`config.mk`:
```
export PLATFORM = sky130hd
export DESIGN_NAME = coder_arbiter
export DESIGN_NICKNAME = d
export VERILOG_FILES = /design/src/rtl/ebpc_pkg.sv /design/src/rtl/rr_pick.sv /design/src/rtl/coder_arbiter.sv
export SDC_FILE = /design/constraint.sdc
export NUM_CORES = 1
export LEC_CHECK = 0
export CORE_MARGIN = 2
export CORE_UTILIZATION = 27
export CTS_CLUSTER_DIAMETER = 30
export DETAILED_ROUTE_END_ITERATION = 8
export GPL_TIMING_DRIVEN = 0
export PLACE_DENSITY_LB_ADDON = 0.05
export SETUP_SLACK_MARGIN = 0.5
export SYNTH_ARGS = -nofsm -noshare
export SYNTH_HDL_FRONTEND = slang
export SYNTH_SLANG_ARGS = --single-unit
export TNS_END_PERCENT = 10
```
`constraint.sdc`:
```
create_clock -name clk_i -period 1.7 [get_ports clk_i]
set_input_delay 0.17 -clock clk_i [delete_from_list [all_inputs] [get_ports clk_i]]
set_output_delay 0.17 -clock clk_i [all_outputs]
set_load 0.05 [all_outputs]
```
`src/rtl/ebpc_pkg.sv`:
```
// Shared block type and geometry for the EBPC compressed-block datapath.
package ebpc_pkg;

    localparam int unsigned DATA_W     = 8;
    localparam int unsigned BLOCK_SIZE = 4;

    typedef struct packed {
        logic [BLOCK_SIZE-1:0][DATA_W-1:0] px;
    } dbp_block_t;

endpackage

```
`src/rtl/rr_pick.sv`:
```
// Combinational round-robin picker: first requester after the last-granted index.
module rr_pick #(
    parameter  int unsigned N     = 2,
    localparam int unsigned IDX_W = (N > 1) ? $clog2(N) : 1
) (
    input  logic [N-1:0]     req_i,
    input  logic [IDX_W-1:0] last_i,
    output logic             vld_o,
    output logic [IDX_W-1:0] idx_o
);

    logic [IDX_W-1:0] cand;

    // Scan offsets 1..N so the last-granted lane has the lowest priority.
    always_comb begin
        vld_o = 1'b0;
        idx_o = '0;
        cand  = '0;
        for (int unsigned k = 1; k <= N; k++) begin
            cand = IDX_W'((32'(last_i) + k) % N);
            if (!vld_o && req_i[cand]) begin
                vld_o = 1'b1;
                idx_o = cand;
            end
        end
    end

endmodule

```
`src/rtl/coder_arbiter.sv`:
```
// Shares one seq_coder among N_LANES block producers: packet-granular
// round-robin grant, then flush and drain of the coder before the next grant.
module coder_arbiter
    import ebpc_pkg::*;
#(
    parameter  int unsigned N_LANES = 2,
    localparam int unsigned LANE_W  = $clog2(N_LANES)
) (
    input  logic                     clk_i,
    input  logic                     rst_ni,
    input  dbp_block_t [N_LANES-1:0] dbp_block_i,
    input  logic [N_LANES-1:0]       last_i,
    input  logic [N_LANES-1:0]       vld_i,
    output logic [N_LANES-1:0]       rdy_o,
    output dbp_block_t               dbp_block_o,
    output logic                     vld_o,
    input  logic                     rdy_i,
    output logic                     flush_o,
    input  logic                     coder_idle_i,
    input  logic                     coder_waiting_i,
    output logic [LANE_W-1:0]        lane_o,
    output logic                     busy_o,
    output logic                     pkt_done_o
);

    typedef enum logic [1:0] {
        ARB   = 2'd0,
        XFER  = 2'd1,
        FLUSH = 2'd2,
        DRAIN = 2'd3
    } state_e;

    localparam int unsigned CNT_W = 16;

    state_e              state_q, state_d;
    logic [LANE_W-1:0]   lane_q, lane_d;
    logic [LANE_W-1:0]   last_grant_q, last_grant_d;
    logic [CNT_W-1:0]    cnt_q, cnt_d;
    logic                done_q, done_d;
    logic                pick_vld;
    logic [LANE_W-1:0]   pick_idx;

    rr_pick #(
        .N (N_LANES)
    ) u_rr_pick (
        .req_i  (vld_i),
        .last_i (last_grant_q),
        .vld_o  (pick_vld),
        .idx_o  (pick_idx)
    );

    // Next-state and datapath steering; everything idles at zero outside XFER.
    always_comb begin
        state_d      = state_q;
        lane_d       = lane_q;
        last_grant_d = last_grant_q;
        cnt_d        = cnt_q;
        done_d       = 1'b0;
        rdy_o        = '0;
        vld_o        = 1'b0;
        dbp_block_o  = '0;
        flush_o      = 1'b0;

        case (state_q)
            ARB: begin
                if (pick_vld) begin
                    lane_d  = pick_idx;
                    state_d = XFER;
                end
            end
            XFER: begin
                vld_o         = vld_i[lane_q];
                dbp_block_o   = dbp_block_i[lane_q];
                rdy_o[lane_q] = rdy_i;
                if (vld_i[lane_q] && rdy_i) begin
                    if (cnt_q != '1) begin
                        cnt_d = cnt_q + CNT_W'(1);
                    end
                    if (last_i[lane_q]) begin
                        state_d = FLUSH;
                    end
                end
            end
            FLUSH: begin
                // Idle is not looked at here; only DRAIN cycles may finish the packet.
                if (coder_waiting_i) begin
                    flush_o = 1'b1;
                    state_d = DRAIN;
                end
            end
            DRAIN: begin
                if (coder_idle_i) begin
                    done_d       = 1'b1;
                    cnt_d        = '0;
                    last_grant_d = lane_q;
                    state_d      = ARB;
                end
            end
            default: state_d = ARB;
        endcase
    end

    always_ff @(posedge clk_i or negedge rst_ni) begin
        if (!rst_ni) begin
            state_q      <= ARB;
            lane_q       <= '0;
            last_grant_q <= LANE_W'(N_LANES - 1);
            cnt_q        <= '0;
            done_q       <= 1'b0;
        end else begin
            state_q      <= state_d;
            lane_q       <= lane_d;
            last_grant_q <= last_grant_d;
            cnt_q        <= cnt_d;
            done_q       <= done_d;
        end
    end

    assign lane_o     = lane_q;
    assign busy_o     = (state_q != ARB);
    assign pkt_done_o = done_q;

endmodule

```
# After elaboration in Yosys (flattened, before gate mapping)
# Cells that the tools add are included.
# op_classes
addsub,2
mul,0
div_mod_pow,0
order_cmp,4
eq_ne,8
n_shift,0
muxes,29
bitwise,1
n_reduce_logical,9
# op_table
operator,n
$mux W32,3
$mux W1,18
$mux W2,6
$ne A2 B2 Y1 const B,5
$pmux W2 S4,1
$lt A1 B2 Y1 const B,3
$reduce_and A5 Y1,1
$eq A2 B2 Y1 const B,2
$reduce_and A2 Y1,2
$logic_and A1 B1 Y1,3
$add A1 B1 Y1 const B,2
$and A2 B2 Y2,1
$eq A2 B1 Y1 const B,1
$logic_not A2 Y1,1
$reduce_bool A2 Y1,1
$demux W1 S1,1
$ge A1 B1 Y1 const B,1
$logic_not A1 Y1,1
# totals
regBits,5
latch_bits,0
ram_bits,0
mem_bits_ro,0
inputBits,73
out_inout_bits,39
word_cells,57
mem_count,0

# Depth between registers and ports, before layout
# logic_depth
depth_word,9
ltp_mapped,6
depth_no_buf,6

# By module
# A second synthesis with hierarchy kept.
# unflattened
cells_unflattened,107
hier_area_um2,918.4
# modules_own_cells
mod,instances,cells_each,area_each_um2,seq_area_each_um2
coder_arbiter,1,105,904.6,126.4
rr_pick,1,2,13.8,0.0

# Worst setup path before layout
# Ideal clock, no wire load.
# synth_path
kind,flip-flop to output port
startpoint,reg lane_q (netlist: lane_o)
endpoint,out dbp_block_o[10] (netlist bit)
arrival_ns,1.897
t_required_ns,1.530
setup_slack_ns,-0.367
path_stages_with_launch,5
n_path_buf,2
cell_sequence,dfrtp_1 -> buf_6 -> buf_2 -> mux2i_1 -> nor2b_1
# synth_rtl
item,line_no,rtl
"start, declared",coder_arbiter.sv:36,"logic [LANE_W-1:0] lane_q, lane_d;"
"start signal, assigned",coder_arbiter.sv:112,lane_q <= lane_d;
"end, declared",coder_arbiter.sv:15,"output dbp_block_t dbp_block_o,"

==> summary.md <==
| Metric | Value |
|---|---|
| Status | `finished with violations` |
| Failing checks | `setup timing` |
| Pwr Density | `1830 mW/mm²` |
| GPL Wtd Cong | `0.723` |
| 1st-pass router iterations | `4` |
| VDD IR max | `approximately 1.2 mV` |
| Die height | `around 63 µm` |
| Seq/Total Area, Yosys | `13.5%` |
| Fmax | `588 MHz` |
| Vias in the first global route | `around 1400` |
| YS warnings | `0` |
| Syn Inst Count | `108` |
| CP arrival | `approximately 1500 ps` |
| Post-Route WL | `~5800 µm` |
| FP Rows | `21` |
| Depth of the CTS H-tree | `1` |
| Slew Limit Headroom | `67.3%` |
| Maximum buffer depth of the clock tree | `2` |
| Leakage power | `0.00119 µW` |
| CTS Sinks | `5` |
| Antenna diode count | `0` |
| Buffers and inverters on the worst path | `4` |
| Endpoints failing setup | `1` |
| Post-DP HPWL | `3170 µm` |
| RSZ-0062 raised after global routing | `true` |
| CP Capture Type | `primary output` |
| Count of pins over their slew limit | `0` |
| Die X | `around 63 µm` |
| Worst-path cell chain | `inv_4 > ha_4 > buf_4 > buf_6 > nor2b_4 > buf_6` |
| Multiplexer area fraction after synthesis | `between 40% and 50%` |
| Via density | `4.83` |
| CP delay by family, top | `buffers and inverters` |
| CP startpoint kind | `flop` |
| Post-synthesis xor/xnor area fraction | `0%` |
| Synth Area in Compound Gates | `3.20%` |
| Syn_area_per_cell | `slightly below 9 µm²` |
| Synthesized area | `937 µm²` |
| Post-DR wirelength/cell | `20.4 µm` |
| Largest net degree at the start of global routing | `11` |
| Worst slew pin tran | `between 400 and 500 ps` |
| Initial DRC count | `49` |
| Largest family of logic cells by synthesized area | `multiplexers` |
| Multi-input gate area | `approximately 0.0013 mm²` |
| Die area | `a little under 0.004 mm²` |
| Max Cap Violations | `0` |
| Minimum clock period | `1700 ps` |
| Slowest stage delay, CP | `between 400 and 500 ps` |
| Hold Crit Class | `primary input to asynchronous set/reset pin` |
| Critical setup path kind | `flop to primary output` |
| Simple-Gate Fraction of Synth Area | `28.6%` |
| First-pass GRT wire length | `roughly 7400 µm` |
| Final setup margin | `-0.868 ps` |
| Overall power | `5430 µW` |
| Tcrit/Tclk final | `100%` |
| Synthesis-stage register bit count | `5` |
| Share of post-route cells with drive strength above 1 | `58.4%` |
| Final Net Count | `318` |
| Data required time of the critical path | `between 1500 and 2000 ps` |
| Net count after synthesis | `187` |
| Crit path top cell by count | `buf_6` |
| Port bufs | `between 100 and 150` |
| Number of buffers created by CTS | `3` |
| Worst-skew pair later-pin latency | `250 ps` |
| CTS clock-pin slew for the worst setup and hold paths | `50 ps` |
| Filler cells | `around 140` |
| Initial Utilization | `28.1%` |
| Post-synthesis cell type count | `20` |
| Fin Clk Skew | `1.60 ps` |
| Synth Area in Adders | `8.01%` |
| Core footprint | `0.00334 mm²` |
| Clk root buf | `clkbuf_4` |
| Reg area | `130 µm²` |
| Via count | `1372` |
| CTS tree | `built` |
| # hold bufs at CTS | `0` |
| Area growth, synth to finish | `216%` |
| Most common cell after layout, fill and taps aside | `clkdlybuf4s50_1` |
| Critical path peak fanout | `5` |
| Drt drc | `0` |
| Global route overflow | `0` |
| Critical-path top delay cell | `dfrtp_2` |
| Top Ports | `112` |
| Post-DRT Antenna Nets | `0` |
| GRT Total Usage | `24.2%` |
| Final Hold Viols | `0` |
| Final core occ | `88.7%` |
| Initial antenna violation count | `0` |
| Most frequent cells in the layout | `clkdlybuf4s50_1, nor2b_4, buf_6` |
[synthesized netlist by cell type]
library cell / instances / area (µm²)
mux2_4: 1 / 15.0
dfstp_2: 1 / 26.3
mux2_2: 1 / 11.3
buf_4: 2 / 15.0
and3_1: 1 / 6.26
mux2i_1: 35 / 350
dfrtp_1: 4 / 100
clkbuf_1: 3 / 11.3
ha_1: 6 / 75.1
nor2_1: 3 / 11.3
nand2_1: 4 / 15.0
and2_1: 2 / 12.5
a32o_1: 1 / 10.0
a221oi_2: 1 / 15.0
o21ai_0: 1 / 5.00
buf_6: 1 / 11.3
buf_2: 1 / 5.00
inv_1: 5 / 18.8
nor2b_1: 34 / 213
nand3_2: 1 / 10.0
[power breakdown]
group,switching [µW],internal (µW),total (µW)
Sequential,72.3,194,267
Clock,63.3,85.9,149
Combinational,2510,2500,5010
[final timing paths]
kind / cells past startpoint / end / start / slack (ps)
min in group clk_i: 2 / pkt_done_o / coder_idle_i / 560
min reg2reg: 1 / last_grant_q / last_grant_q / 630
min: 1 / lane_o / rst_ni / 130
max reg2reg: 6 / state_q[1] / state_q[1] / 40
max: 6 / dbp_block_o[16] / state_q[1] / -0.9
max in group asynchronous: 1 / last_grant_q / rst_ni / 1310
[cell families after synthesis]
family,count (synthesis)
muxes,37
DFF,5
adders and majority gates,6
buffers and inverters,12
and+or+nand+nor,45
AOI/OAI and AO/OA,3
[stage by stage]
| stage | std cells | cell area, µm² | hold slack (ps) | setup slack [ps] | TNS, ps |
|---|---|---|---|---|---|
| 2_1_floorplan | 108 | 1210 | -126 | 226 | 0 |
| 3_3_place_gp | 265 | 2380 | 397 | -534 | -16710 |
| 3_5_place_dp | 265 | 2380 | 418 | -603 | -18570 |
| 4_1_cts | 279 | 2860 | 151 | 78.2 | 0 |
| 5_1_grt | 284 | 2960 | 146 | -50.0 | -280 |
| 6_report | 284 | 2960 | 135 | -0.868 | -0.868 |
[repair_timing]
item | CTS | global route
pin swaps | 0 | 1
setup endpoints to repair | 42 | 43
gates resized for setup | 312 | 13
setup buffers | 7 | 4
gates cloned | 3 | 1
[area by class of cell]
class                           instances  area share, %
Buffer                                  7           4.36
Clock buffer                            3          0.761
Clock inverter                          1          0.169
Inverter                                5          0.719
Multi-Input combinational cell         91           43.1
Sequential cell                         5           4.40
Tap cell                               46           1.95
Timing Repair Buffer                  126           44.5
[flip-flops by register name, indices dropped and copies added (netlist names)]
register	flops
state_q	2
lane_o	1
last_grant_q	1
pkt_done_o	1
[worst reg2reg max path: stages, from the launching register on]
cell	delay (ps)
dfrtp_2	430
buf_4	150
ha_4	150
nor2b_1	140
a221oi_2	210
nand3_2	150
mux2_4	320
[routing by layer]
metal	GRT usage, %	part of all wire [%]	up-vias
met5	0	0	-
met1	26.5	36	646
li1	-	-	625
met4	7.78	2.9	0
met3	5.41	6.3	16
met2	45.5	55	85
(Power assumes the default switching activity.)
